File: config.mk
export PLATFORM = sky130hd
export DESIGN_NAME = serial_subtractor
export DESIGN_NICKNAME = d
export VERILOG_FILES = /design/src/rtl/arith_pkg.sv /design/src/rtl/full_subtractor.sv /design/src/rtl/serial_subtractor.sv
export SDC_FILE = /design/constraint.sdc
export NUM_CORES = 1
export LEC_CHECK = 0
export BUFFER_PORTS_ARGS = -buffer_cell sky130_fd_sc_hd__buf_4
export CAP_MARGIN = 20
export CORE_UTILIZATION = 47
export CTS_CLUSTER_SIZE = 40
export DETAILED_ROUTE_END_ITERATION = 12
export GPL_TIMING_DRIVEN = 0
export PLACE_DENSITY = 0.73
export SLEW_MARGIN = 20
export SYNTH_ARGS = -nofsm -noshare
export SYNTH_HDL_FRONTEND = slang
export SYNTH_SLANG_ARGS = --single-unit
File: constraint.sdc
create_clock -name clk -period 1.65 [get_ports clk]
set_input_delay 0.165 -clock clk [delete_from_list [all_inputs] [get_ports clk]]
set_output_delay 0.165 -clock clk [all_outputs]
set_load 0.01 [all_outputs]
File: src/rtl/arith_pkg.sv
// Shared arithmetic datapath definitions.
//   state_e       : control states for the bit-serial arithmetic units
//   DEFAULT_WIDTH : default operand width
package arith_pkg;

  typedef enum logic [1:0] {
    IDLE  = 2'd0,
    SHIFT = 2'd1,
    DONE  = 2'd2
  } state_e;

  localparam int unsigned DEFAULT_WIDTH = 8;

endpackage

File: src/rtl/full_subtractor.sv
// One-bit full subtractor: computes a - b - bin.
//   a, b : operand bits
//   bin  : borrow in
//   diff : difference bit
//   bout : borrow out
module full_subtractor (
  input  logic a,
  input  logic b,
  input  logic bin,
  output logic diff,
  output logic bout
);

  assign diff = a ^ b ^ bin;
  assign bout = (~a & b) | (~(a ^ b) & bin);

endmodule

File: src/rtl/serial_subtractor.sv
// Bit-serial WIDTH-bit subtractor, LSB first, one bit per clock.
//   clk, rst   : clock, synchronous active-high reset
//   start      : request, only honoured in IDLE
//   a, b, bin  : operands and borrow-in, captured on an accepted start
//   busy       : high while bits are being processed
//   done       : one-cycle pulse when diff/bout become valid
//   diff, bout : (a - b - bin) mod 2^WIDTH and final borrow; held until next start
module serial_subtractor
  import arith_pkg::*;
#(
  parameter int unsigned WIDTH = DEFAULT_WIDTH
) (
  input  logic             clk,
  input  logic             rst,
  input  logic             start,
  input  logic [WIDTH-1:0] a,
  input  logic [WIDTH-1:0] b,
  input  logic             bin,
  output logic             busy,
  output logic             done,
  output logic [WIDTH-1:0] diff,
  output logic             bout
);

  localparam int unsigned CW = $clog2(WIDTH + 1);

  state_e           state_q, state_d;
  logic [WIDTH-1:0] a_sh_q, a_sh_d;
  logic [WIDTH-1:0] b_sh_q, b_sh_d;
  logic [WIDTH-1:0] diff_q, diff_d;
  logic             brw_q, brw_d;
  logic             bout_q, bout_d;
  logic [CW-1:0]    count_q, count_d;

  logic cell_diff;
  logic cell_bout;

  full_subtractor u_cell (
    .a    (a_sh_q[0]),
    .b    (b_sh_q[0]),
    .bin  (brw_q),
    .diff (cell_diff),
    .bout (cell_bout)
  );

  always_comb begin
    state_d = state_q;
    a_sh_d  = a_sh_q;
    b_sh_d  = b_sh_q;
    diff_d  = diff_q;
    brw_d   = brw_q;
    bout_d  = bout_q;
    count_d = count_q;
    case (state_q)
      IDLE: begin
        if (start) begin
          a_sh_d  = a;
          b_sh_d  = b;
          brw_d   = bin;
          diff_d  = '0;
          count_d = '0;
          state_d = SHIFT;
        end
      end
      SHIFT: begin
        // Shift/or form rather than a concatenation so WIDTH=1 elaborates.
        diff_d  = (diff_q >> 1) | (WIDTH'(cell_diff) << (WIDTH - 1));
        a_sh_d  = a_sh_q >> 1;
        b_sh_d  = b_sh_q >> 1;
        brw_d   = cell_bout;
        count_d = count_q + CW'(1);
        if (count_q == CW'(WIDTH - 1)) begin
          bout_d  = cell_bout;
          state_d = DONE;
        end
      end
      DONE: begin
        state_d = IDLE;
      end
      default: begin
        state_d = IDLE;
      end
    endcase
  end

  always_ff @(posedge clk) begin
    if (rst) begin
      state_q <= IDLE;
      a_sh_q  <= '0;
      b_sh_q  <= '0;
      diff_q  <= '0;
      brw_q   <= 1'b0;
      bout_q  <= 1'b0;
      count_q <= '0;
    end else begin
      state_q <= state_d;
      a_sh_q  <= a_sh_d;
      b_sh_q  <= b_sh_d;
      diff_q  <= diff_d;
      brw_q   <= brw_d;
      bout_q  <= bout_d;
      count_q <= count_d;
    end
  end

  assign busy = (state_q == SHIFT);
  assign done = (state_q == DONE);
  assign diff = diff_q;
  assign bout = bout_q;

endmodule

# After elaboration in Yosys (flattened, before gate mapping)
# Cells that the tools add are included.
# op_classes
reduce_logical,5
n_mux,13
add_sub_neg,1
eq_ne,5
bitwise,8
# op_table
cell,n
8-bit case mux with 2 select lines,3
8-bit 2-to-1 mux,3
7-bit by 8-bit bitwise OR with 8-bit output,1
4-bit case mux with 2 select lines,1
2-bit AND reduction,3
4-bit by 1-bit adder with 4-bit output (second input constant),1
4-bit by 3-bit == test with 1-bit output (second input constant),1
2-bit 2-to-1 mux,2
4-bit 2-to-1 mux,1
2-bit case mux with 2 select lines,1
1-bit AND,2
2-bit by 1-bit == test with 1-bit output (second input constant),1
2-bit == test (second input constant),1
2-bit zero test,1
2-bit by 1-bit != test with 1-bit output (second input constant),1
2-bit != test (second input constant),1
1-bit NOT,2
1-bit case mux with 2 select lines,1
2-bit nonzero test,1
1-bit XOR,2
1-bit 2-to-1 mux,1
1-bit bitwise OR,1
# word_totals
ff_bits,32
out_inout_bits,11
in_bits,20

# Logic depth before layout (Yosys ltp)
# depth
ltp_word,5
mapped_depth,7

# By module
# Synthesis repeated with hierarchy kept, for this count alone.
# unflattened
cells_unflattened,190
hier_area_um2,1531.5
# modules_own_cells
mod,seq_area_each_um2,n_inst,cells_each,area_per_inst_um2
serial_subtractor,640.6,1,186,1500.2
full_subtractor,0.0,1,4,31.3

# Worst setup path after synthesis
# OpenSTA, ideal clock, no wires.
# synth_path
path_kind,register to register
from,register brw_q
to,"register bout_q, in the netlist bout"
setup_ns,0.071
setup_slack_ns,0.377
period_less_slack_ns,1.273
arrival_ns,1.202
required_ns,1.579
path_stages_with_launch,5
cell_sequence,dfxtp_1 > inv_1 > fa_1 > or3_1 > a21oi_1
# synth_between
elab_chain_len,2
# synth_rtl
element,line_no,source
from (decl),serial_subtractor.sv:31,"logic brw_q, brw_d;"
from (signal assigned),serial_subtractor.sv:100,brw_q <= brw_d;
1-bit AND,full_subtractor.sv:15,assign bout = (~a & b) | (~(a ^ b) & bin);
1-bit bitwise OR,full_subtractor.sv:15,
to (signal assigned),serial_subtractor.sv:101,bout_q <= bout_d;
to (decl),serial_subtractor.sv:32,"logic bout_q, bout_d;"
# Every way passes these cells.
# A chain may end at the register's enable or synchronous reset.

# Worst setup path in the final report
# layout_path
from,register state_q[1]
to,output busy
# layout_between
elab_chain_len,1
# layout_rtl
element,line_no,source
from (decl),serial_subtractor.sv:27,"state_e state_q, state_d;"
from (signal assigned),serial_subtractor.sv:96,state_q <= state_d;
2-bit by 1-bit == test with 1-bit output,serial_subtractor.sv:106,assign busy = (state_q == SHIFT);
to (decl),serial_subtractor.sv:19,"output logic busy,"
# Every way passes these cells.

==> results.toml <==
[worst_setup_path]
cp_common_cell = "buf_6"
rr_worst_depth = 4
path_depth = 6
crit_type = "reg2out"
slowest_stage = "dfxtp_1"
crit_path_end_kind = "primary output"
slowest_delay_ps = 320
crit_chain = "buf_6 -> nand2b_4 -> buf_6 -> inv_4 -> buf_6 -> buf_4"
cp_num_buf_inv = 5
crit_family = "buffers and inverters"
arrival_ps = 1410
start_kind = "flop"
path_max_fanout = 10
required_ps = 1480

[global_route]
grt_pass1_vias = 1207
track_usage_pct = 21.9
grt_overflow = 0
antenna_found_initial = 0
grt_pass1_wl_mm = 5.39
grt_max_degree = 11

[die]
die_width_um = 57.3
io_pins = 31
coreArea_um2 = 2830
rows = 19
initial_core_util_pct = 50.8
fp.dieArea_um2 = 3280
die_y_um = 57.3

[sta]
slew_violations = 0
holdWs_ps = 26.6
fin_ws_ps = 77.6
setup_viol = 0
period_minus_slack_ps = 1570
worst_slew_pin_slew_ps = 494
max_freq_mhz = 636
final-hold-violation-count = 0
fin_crit_sh_pct = 95.3
fin_setup_tns_ps = 0
maxSlewHeadroom_pct = 67.1
final.setup_skew_ps = 4.83
grt_setup_unrepaired = "false"

[yosys]
synth-main-ff-cell = "dfxtp_1"
synth_top_area_share_pct = 44.6
yosysWarnings = 0
syn_area_um2 = 1440
synthesis.nets = 185
synth_seq_cells = 32
yosysMostFrequentCell = "dfxtp_1"
synth_seq_area_share_pct = 44.6
synth_commonest_cells = "32 x dfxtp_1, 26 x nor2_1, 17 x a21oi_1"
synth-edff-count = 0
ys_top_cells_by_area = "dfxtp_1 45%, nor2_1 6.8%, a21oi_1 5.9%"
async_flop_share_pct = 0
ys_types = 31
synth_top_area_cell = "dfxtp_1"
syn_avg_cell_area_um2 = 8.81
synthCells = 163

[run]
drv_cap = 0

[detailed_routing]
drtIter0Drc = 43
via_per_inst = 5.45
vias = 1258
drt_pass1_iterations = 8
ant_nets = 0
drc = 6
wl_per_cell_um = 13.6
routed_wl_mm = 3.14

[final_layout]
areaGrowthSynthToFinish_pct = 22.2
diodes = 0
fin_area_um2 = 1760
nets = 222
fillers = 257
layout-drive-gt1-share_pct = 28.0

[placed_design]
dpl.hpwl_mm = 2.30
place_ws_ps = 309
portBuffers = 30
gp_congestion = 0.819
place_area_um2 = 1700

[clock_network]
cts.path.max_buffers = 2
htree_levels = 2
clock-sinks = 32
worst_skew_pair.late_latency_ps = 340
clkTransAtPathRegs_ps = 90
cts_inserted_buffers = 5
clockRootBuffer = "clkbuf_4"
cts_tree = "yes"

[power_and_ir_drop]
p_total_w = 0.00149
p_int_w = 0.00109
swShare_pct = 26.8
clock_power_share_pct = 27.5
power.density_nw_per_um2 = 851
leakagePower_nw = 0.751
combPwrFrac_pct = 16.4
seq_power_share_pct = 56.1
ir_worst_vdd_uv = 702
switchingPower_w = 0.000400

[outcome]
status = "finished, violations left"
violations = "design-rule violations"

[hold_path]
hold_path_class = "in2reg"
worst_hold_path.num_cells = 2
[through the flow]
stage / instances / utilization, %
floorplan: 163 / -
global placement: 224 / 60.1
detailed placement: 224 / 60.1
CTS: 231 / 61.9
global route: 231 / 62.1
finish: 231 / 62.1
[state kept, by name, summed over array words and instances (netlist names)]
name	flops
b_sh_q	8
brw_q	1
a_sh_q	8
state_q	2
count_q	4
diff	8
bout	1
[what timing repair did]
action,in CTS,in global routing
resized for setup,2,3
hold buffers,0,0
buffers inserted,0,0
cloned,0,0
endpoints found under the setup margin,2,2
[final timing paths]
check | start | end | slack, ps
worst max-delay path | state_q[1] | busy | 80
worst max register to register | count_q[0] | bout | 290
worst min-delay path | rst | a_sh_q[5] | 30
worst min register to register | bout | bout | 490
[layer usage]
layer  track usage (%)  share of wire (%)
met4              9.76                1.9
met2              37.5                 48
met3              8.16                6.0
met5                 0                  0
met1              24.2                 44
[logic make-up (layout without fill, tap and decap cells)]
kind of cell             after synthesis  in the layout  synth area share (%)
adder cells (fa/ha/maj)                2              2                  2.26
AO/OA/AOI/OAI                         41             41                  19.2
flip-flops                            32             32                  44.6
AND/OR/NAND/NOR                       71             71                  26.5
buffers and inverters                 17             54                  7.49
[power groups by stage]
stage	Clock (W)	Combinational (W)	Sequential, W
floorplan	0	0.000164	0.000850
global placement	0	0.000237	0.000854
detailed placement	0	0.000244	0.000855
CTS	0.000424	0.000247	0.000838
global route	0.000456	0.000278	0.000843
finish	0.000412	0.000244	0.000838
[layout make-up]
class,instances,area [um2],share of cell area [%]
Multi-Input combinational cell,114,688,39.2
Sequential cell,32,641,36.5
Timing Repair Buffer,30,225,12.8
Buffer,14,103,5.84
Clock buffer,6,41.3,2.35
Tap cell,31,38.8,2.21
Inverter,3,13.8,0.784
Clock inverter,1,5.00,0.285
[cells in the final DEF (no fill, tap or decap), drive strengths merged]
cell type | synthesis | final
nor2b | 1 | 1
a21oi | 17 | 17
ha | 1 | 1
o21ba | 1 | 1
clkinv | 0 | 1
nand3 | 2 | 2
clkbuf | 6 | 12
o21ai | 1 | 1
fa | 1 | 1
buf | 8 | 38
inv | 3 | 3
dfxtp | 32 | 32
o211a | 1 | 1
or3 | 2 | 2
nor2 | 26 | 26
a31oi | 1 | 1
o21bai | 1 | 1
nand2b | 10 | 10
or3b | 10 | 10
nand4b | 1 | 1
nand2 | 8 | 8
a211oi | 8 | 8
a22oi | 11 | 11
nor3 | 10 | 10
nor3b | 1 | 1
No activity file was read; power rests on OpenSTA's default activity.
